`src/rtl/alu_reg_pkg.sv`:
```
// -----------------------------------------------------------------------------
// alu_reg_pkg
// Shared definitions for the alu_reg_unit datapath leaf:
//   - DEFAULT_WIDTH : default data width of ALU operands/result and register
//   - alu_op_e      : 3-bit ALU operation codes (OC_ADD .. OC_AND)
// -----------------------------------------------------------------------------
package alu_reg_pkg;

    localparam int DEFAULT_WIDTH = 4;

    typedef enum logic [2:0] {
        OC_ADD = 3'b000,
        OC_SUB = 3'b001,
        OC_MUL = 3'b010,
        OC_DIV = 3'b011,
        OC_NOT = 3'b100,
        OC_XOR = 3'b101,
        OC_OR  = 3'b110,
        OC_AND = 3'b111
    } alu_op_e;

endpackage : alu_reg_pkg

```
`src/rtl/alu_core.sv`:
```
// -----------------------------------------------------------------------------
// alu_core
// Purely combinational 8-operation ALU. All results are unsigned and truncated
// to WIDTH bits; there is no carry/flag output.
// Ports:
//   oc [2:0]       operation code (see alu_reg_pkg::alu_op_e)
//   a  [WIDTH-1:0] operand A
//   b  [WIDTH-1:0] operand B
//   f  [WIDTH-1:0] result, zero latency
// -----------------------------------------------------------------------------
module alu_core
    import alu_reg_pkg::*;
#(
    parameter int WIDTH = DEFAULT_WIDTH
) (
    input  logic [2:0]       oc,
    input  logic [WIDTH-1:0] a,
    input  logic [WIDTH-1:0] b,
    output logic [WIDTH-1:0] f
);

    always_comb begin
        // NOTE: assigning a default before the case guarantees f is driven on
        // every path, so no latch can be inferred if the case is ever edited.
        f = '0;
        case (oc)
            OC_ADD: f = a + b;
            OC_SUB: f = a - b;
            OC_MUL: f = a * b;   // result context is WIDTH bits: keeps low half
            // Divide by zero is defined as 0 so f is never X.
            OC_DIV: f = (b == '0) ? '0 : a / b;
            OC_NOT: f = ~a;
            OC_XOR: f = a ^ b;
            OC_OR:  f = a | b;
            OC_AND: f = a & b;
            default: f = '0;
        endcase
    end

endmodule : alu_core

```
`src/rtl/alu_reg_unit.sv`:
```
// -----------------------------------------------------------------------------
// alu_reg_unit
// Datapath leaf holding two independent paths that share one boundary:
//   - a combinational ALU (alu_core), and
//   - a WIDTH-bit control register with clear/load/inc/dec/shift.
// The two paths are not connected internally; the surrounding datapath wires
// them together as needed.
// Ports:
//   clk            rising-edge clock (register only)
//   rst            synchronous active-high reset, clears the register
//   oc, a, b       ALU opcode and operands
//   f              ALU result (combinational)
//   cl, ld         register clear / parallel load (load data on in)
//   inc, dec       register increment / decrement (wrapping)
//   sr, ir         shift right, serial bit inserted at MSB
//   sl, il         shift left, serial bit inserted at LSB
//   out            register contents (direct flop output)
// Register control priority, highest first: rst, cl, ld, inc, dec, sr, sl.
// -----------------------------------------------------------------------------
module alu_reg_unit
    import alu_reg_pkg::*;
#(
    parameter int WIDTH = DEFAULT_WIDTH
) (
    input  logic             clk,
    input  logic             rst,
    input  logic [2:0]       oc,
    input  logic [WIDTH-1:0] a,
    input  logic [WIDTH-1:0] b,
    output logic [WIDTH-1:0] f,
    input  logic             cl,
    input  logic             ld,
    input  logic [WIDTH-1:0] in,
    input  logic             inc,
    input  logic             dec,
    input  logic             sr,
    input  logic             ir,
    input  logic             sl,
    input  logic             il,
    output logic [WIDTH-1:0] out
);

    alu_core #(
        .WIDTH (WIDTH)
    ) u_alu_core (
        .oc (oc),
        .a  (a),
        .b  (b),
        .f  (f)
    );

    // The if/else chain encodes the control priority directly: only the first
    // asserted control takes effect, and ir/il only matter on their own shift.
    always_ff @(posedge clk) begin
        // NOTE: sequential state uses non-blocking assignments so every flop
        // samples pre-edge values, independent of statement order.
        if (rst) begin
            out <= '0;
        end else if (cl) begin
            out <= '0;
        end else if (ld) begin
            out <= in;
        end else if (inc) begin
            out <= out + WIDTH'(1);
        end else if (dec) begin
            out <= out - WIDTH'(1);
        end else if (sr) begin
            out <= {ir, out[WIDTH-1:1]};
        end else if (sl) begin
            out <= {out[WIDTH-2:0], il};
        end
    end

endmodule : alu_reg_unit

```
`config.mk`:
```
export PLATFORM = sky130hd
export DESIGN_NAME = alu_reg_unit
export DESIGN_NICKNAME = d
export VERILOG_FILES = /design/src/rtl/alu_reg_pkg.sv /design/src/rtl/alu_core.sv /design/src/rtl/alu_reg_unit.sv
export SDC_FILE = /design/constraint.sdc
export NUM_CORES = 1
export LEC_CHECK = 0
export BUFFER_PORTS_ARGS = -buffer_cell sky130_fd_sc_hd__buf_2
export CAP_MARGIN = 40
export CORE_MARGIN = 4
export CORE_UTILIZATION = 38
export DETAILED_ROUTE_END_ITERATION = 12
export GPL_ROUTABILITY_DRIVEN = 0
export PLACE_DENSITY = 0.68
export SYNTH_ARGS = -nofsm -noshare
export SYNTH_HDL_FRONTEND = slang
export SYNTH_SLANG_ARGS = --single-unit
export TNS_END_PERCENT = 10
```
`constraint.sdc`:
```
create_clock -name clk -period 10.5 [get_ports clk]
set_input_delay 1.05 -clock clk [delete_from_list [all_inputs] [get_ports clk]]
set_output_delay 1.05 -clock clk [all_outputs]
set_load 0.005 [all_outputs]
```
==> results.toml, run 1 <==
[clock_network]
postCtsHoldBufs = 0
clk_latency_ns = 0.21
cts_setup_buffers = 0
numCtsBuffers = 3
ctsHtreeMaxLevel = 1
cts_root_buf = "clkbuf_8"
clk_pin_slew_worst_paths_ns = 0.03
clock-sinks = 4
cts_tree = "done"
cts_buffer_depth = 2
postCtsResizedCells = 0

[synth]
synth_top_area_frac = 0.2717
synth_seq_cells = 4
ys_types = 43
synthTopCellsByArea = "ha_1, xnor2_1, dfxtp_1, inv_1, o21ai_0"
synth_top_cell_by_area = "ha_1"
syn_area_um2 = 1428
ys_top_cells_by_count = "ha_1, inv_1, o21ai_0"
netlist_instances = 182
yosysSeqAreaShare = 0.05609
synth_ff_type = "dfxtp_1"
synth_edf_count = 0
synth_nets = 239
async_flop_share = 0
yosys_warnings = 0
yosysMostFrequentCell = "ha_1"
synth_area_per_cell_um2 = 7.844

[critical_path]
setup.worst_path.class = "input port to output port"
crit_required_ns = 9.45
critPathCaptureType = "output port"
cp_max_fo = 7
worstRegToRegCells = 7
cp-start-kind = "input port"
arrival_ns = 4.80

[final_layout]
nFillCells = 384
top_register = "out"
multi_input_area_um2 = 1226
antenna_cells = 0
drive_above_1_share = 0.2085
largest_reg_flops = 4
fin_area_um2 = 1647
layout.cells.non_filler = 259
seq_area_um2 = 80.08
syn2layout_area_growth_pct = 15.34
final_nets = 270
reg_top3 = "out (4)"

[floorplanning]
die_area_um2 = 4802
die_w_um = 69.30
fp-row-count = 22
initial_core_util = 0.3929
coreArea_um2 = 3633
num_io_pins = 33
die_h_um = 69.30

[sta]
worst_slack_ns = 4.653
maxSlewHeadroom = 0.6975
finalCriticalPeriod_ns = 5.847
finalCritPeriodShare = 0.5569
clock.fmax_mhz = 171.0
hold_viol_final = 0
timing.final.max_slew_violations = 0
tns_ns = 0
rsz0062_at_grt = "false"
setup_viol = 0
finalClockSkew_ns = 0.002002
tightest_slew_ns = 0.4503

[detailed_routing]
vias = 1395
antenna_left = 0
drt_wl_total_mm = 3.484
drc = 0
firstDrtPassIters = 6
routedWlPerCell_um = 13.45
drtIter0Drc = 75
drt-vias-per-instance = 5.386

[grt]
grt_max_degree = 12
grt_pass1_vias = 1329
track_usage = 0.1455
antenna_found_initial = 0
grt_overflow = 0
grt_pass1_wl_mm = 6.016

[placement]
place_ws_ns = 4.670
post-dp-hpwl_mm = 2.889
port_buffers = 32
dpl-instance-area_um2 = 1605
dp_cells = 256

[min_path]
whs_path_depth = 2
min_path_type = "flip-flop to flip-flop"

[pwr]
peakVddDrop_uv = 24.03
total_leakage_power_uw = 0.0007839
powerDensity_nw_per_um2 = 71.97

[run_status]
status = "finished, final reports clean"

[run]
maxCapViolCount = 0
[layer usage]
metal	up-vias	GRT usage	wire, um	part of all wire
met2	34	0.2299	1588	0.46
met4	0	0.04121	23	0.0066
met3	3	0.01884	155	0.044
met1	637	0.2054	1716	0.49
met5	-	0	0	0
li1	721	-	-	-
[placed cells by master, fill, tap and decap left out, types with 2 or more instances in the layout]
cell / n
a211oi_1: 8
xnor2_1: 11
o21ai_0: 15
o211ai_1: 2
buf_2: 32
mux2_2: 5
nor2b_1: 2
o311ai_0: 2
inv_1: 21
nor2_1: 12
a221oi_1: 2
nand2b_1: 2
o21a_1: 2
nor3_1: 2
clkbuf_8: 3
nand3_1: 2
nand2_1: 14
a21oi_1: 13
mux2i_1: 3
dfxtp_1: 4
ha_1: 31
a2111oi_1: 2
[path summary, 6_finish.rpt]
path / from / slack, ns / end
max: b[0] / 4.65 / f[0]
min: out[1] / 0.59 / out[1]
max reg2reg: out[1] / 8.72 / out[2]
min reg2reg: out[1] / 0.59 / out[1]
[layout make-up]
cell class,count,area share
tap,48,0.03647
multi-input combinational,151,0.7447
timing repair buffer,32,0.09726
sequential,4,0.04863
clock buffer,3,0.02508
inverter,21,0.04787
[worst max-delay path, stage by stage]
cell      delay (ns)
buf_2           0.16
inv_1           0.14
ha_1            0.31
a21oi_1         0.19
ha_1            0.27
o21a_1          0.12
o21ai_0         0.32
mux2_2          0.40
ha_1            0.31
o21ai_0         0.11
a21oi_1         0.31
mux2_2          0.38
ha_1            0.26
o21ai_0         0.07
nand2b_1        0.08
a21oi_1         0.13
o21ai_0         0.07
buf_2           0.13
[report_power, final]
part | switching, uW | total [uW] | internal, uW
Combinational | 36.3 | 69.5 | 33.2
Sequential | 1.54 | 17.7 | 16.2
Clock | 6.97 | 31.3 | 24.3
[cell families (layout without fill, tap and decap cells)]
| kind of cell | after synthesis | in the layout | synth area share |
|---|---|---|---|
| buffers and inverters | 27 | 56 | 0.08502 |
| muxes | 9 | 9 | 0.07625 |
| adders and majority gates | 32 | 32 | 0.2857 |
| AOI/OAI and AO/OA | 58 | 58 | 0.2700 |
| xor gates and xnor gates | 12 | 12 | 0.08326 |
| DFF | 4 | 4 | 0.05609 |
| and+or+nand+nor | 40 | 40 | 0.1437 |
[stage by stage]
step / power [uW] / hold slack [ns] / util
after global placement: 86.14 / 0.5631 / 0.4418
after floorplan: 66.78 / 0.5242 / -
after detailed placement: 87.19 / 0.5748 / 0.4418
after CTS: 120.1 / 0.5850 / 0.4532
final: 118.5 / 0.5896 / 0.4532
after global routing: 130.7 / 0.6296 / 0.4532
(Power assumes the default switching activity.)
==> run 2, diff against run 1 <==
Clock period 10.5 ns to 5.8 ns, I/O delays scaled along.
==> run 2 against run 1 <==
Combinational power grew 81%. First-iteration DRC count up 44%. Worst hold slack got worse by 0.0083 ns. Core utilization did not move. Critical path depth is the same. Via count did not move. Final area unchanged. Global-route usage shrank 0.18 points. Critical endpoint unchanged. Highest routed layer unchanged.
==> results.toml, run 2 (synthesized netlist as in run 1, its figures left out) <==
[grt]
grt_pass1_wl_mm = 5.906
track_usage = 0.1437
grt_overflow = 0
grt_pass1_vias = 1313
grt_max_degree = 12
antenna_found_initial = 0

[placement]
dp_cells = 256
post-dp-hpwl_mm = 2.892
port_buffers = 32
place_ws_ns = 0.9174

[critical_path]
ff2ff_setup_slack_ns = 4.01
reg2reg_from = "out[1]"
setup.worst_path.class = "input port to output port"
arrival_ns = 4.32
cp_max_fo = 7
cpMaxStageDelayCell = "mux2_2"
crit_required_ns = 5.22
path_cells = "buf_2, inv_1, ha_1, a21oi_1, ha_1, o21a_1, o21ai_0, mux2_2, ha_1, o21ai_0, a21oi_1, mux2_2, ha_1, o21ai_0, nand2b_1, a21oi_1, o21ai_0, buf_2"
startpoint = "b[0]"
critPathCaptureType = "output port"
slowest_delay_ns = 0.40
reg2reg_to = "out[2]"
cp-start-kind = "input port"
worstRegToRegCells = 7

[sta]
maxSlewHeadroom = 0.7087
finalClockSkew_ns = 0.001910
clock.fmax_mhz = 203.9
setup_viol = 0
tns_ns = 0
timing.final.max_slew_violations = 0
tightest_slew_ns = 0.4336
finalCritPeriodShare = 0.8455
hold_ws_ns = 0.5813
rsz0062_at_grt = "false"
worst_slack_ns = 0.8963
finalCriticalPeriod_ns = 4.904
hold_viol_final = 0

[final_layout]
reg_top3 = "out (4)"
drive_above_1_share = 0.2085
layout.cells.non_filler = 259
final_nets = 270
antenna_cells = 0
mostFrequentLayoutCells = "buf_2, ha_1, inv_1"
top_register = "out"
syn2layout_area_growth_pct = 15.34
final_common_cell = "buf_2"
largest_reg_flops = 4
nFillCells = 380

[floorplanning]
fp-row-count = 22
num_io_pins = 33
initial_core_util = 0.3929
die_area_um2 = 4802
die_h_um = 69.30
die_w_um = 69.30
coreArea_um2 = 3633

[clock_network]
cts_buffer_depth = 2
ctsHtreeMaxLevel = 1
cts_root_buf = "clkbuf_8"
postCtsHoldBufs = 0
numCtsBuffers = 3
clk_pin_slew_worst_paths_ns = 0.03
clock-sinks = 4
cts_setup_buffers = 0
postCtsResizedCells = 0
cts_tree = "done"
clk_latency_ns = 0.21

[pwr]
switchingPower_uw = 81.64
clockPowerShare = 0.263
combPwrFrac = 0.587
total_leakage_power_uw = 0.0007839
intPower_uw = 133.5
p_seq_frac = 0.149
powerDensity_nw_per_um2 = 130.7
swShare = 0.3794
peakVddDrop_uv = 43.42

[detailed_routing]
drt-vias-per-instance = 5.386
drc = 0
drt_wl_total_mm = 3.527
antenna_left = 0
drtIter0Drc = 108
firstDrtPassIters = 6
vias = 1395
routedWlPerCell_um = 13.62

[min_path]
min_path_type = "input port to flip-flop"
whs_path_depth = 2
min_from = "rst"
min_to = "out[3]"

[run_status]
status = "finished, final reports clean"

[run]
maxCapViolCount = 0
## run 2: cell counts in the layout (fill, tap and decap cells not counted)
Identical to the previous run, type by type.
## run 2: how the worst max path moves through the flow
stage | end | cells past startpoint | slack (ns)
floorplan | f[0] | 17 | 1.37
global placement | f[0] | 18 | 1.02
detailed placement | f[0] | 20 | 0.92
CTS | f[0] | 20 | 0.89
global route | f[0] | 21 | 0.48
finish | f[0] | 18 | 0.90
## run 2: metrics by stage
stage | utilization | total power (uW) | instance area (um^2)
finish | 0.4532 | 215.2 | 1647
CTS | 0.4532 | 217.7 | 1647
detailed placement | 0.4418 | 158.2 | 1605
global placement | 0.4418 | 155.9 | 1605
floorplan | - | 120.9 | 1428
global route | 0.4532 | 236.3 | 1647
## run 2: critical path, delay by kind of cell
family | cells | cell delay, ns
compound gates | 8 | 1.33
fa+ha+maj | 4 | 1.15
mux | 2 | 0.78
buf+inv | 3 | 0.41
simple gates | 1 | 0.07
## run 2: cell type report
type / count / area, um^2 / area share
Multi-Input combinational cell: 151 / 1226 / 0.7447
Timing Repair Buffer: 32 / 160.2 / 0.09726
Sequential cell: 4 / 80.08 / 0.04863
Inverter: 21 / 78.83 / 0.04787
Tap cell: 48 / 60.06 / 0.03647
Clock buffer: 3 / 41.29 / 0.02508
## run 2: layer usage
layer / routed length (um) / part of all wire / global-route usage / vias to the layer above
li1: - / - / - / 723
met1: 1743 / 0.49 / 0.2019 / 633
met2: 1594 / 0.45 / 0.2267 / 33
met3: 135 / 0.038 / 0.01594 / 6
met4: 54 / 0.015 / 0.04772 / 0
met5: 0 / 0 / 0 / -
## run 2: power by group through the flow
stage          clock network [uW]  registers (uW)  logic (uW)
2_1_floorplan                   0            31.7        89.2
3_3_place_gp                    0            32.3         124
3_5_place_dp                    0            32.4         126
4_1_cts                      59.0            32.0         127
5_1_grt                      61.2            32.4         143
6_report                     56.7            32.1         126
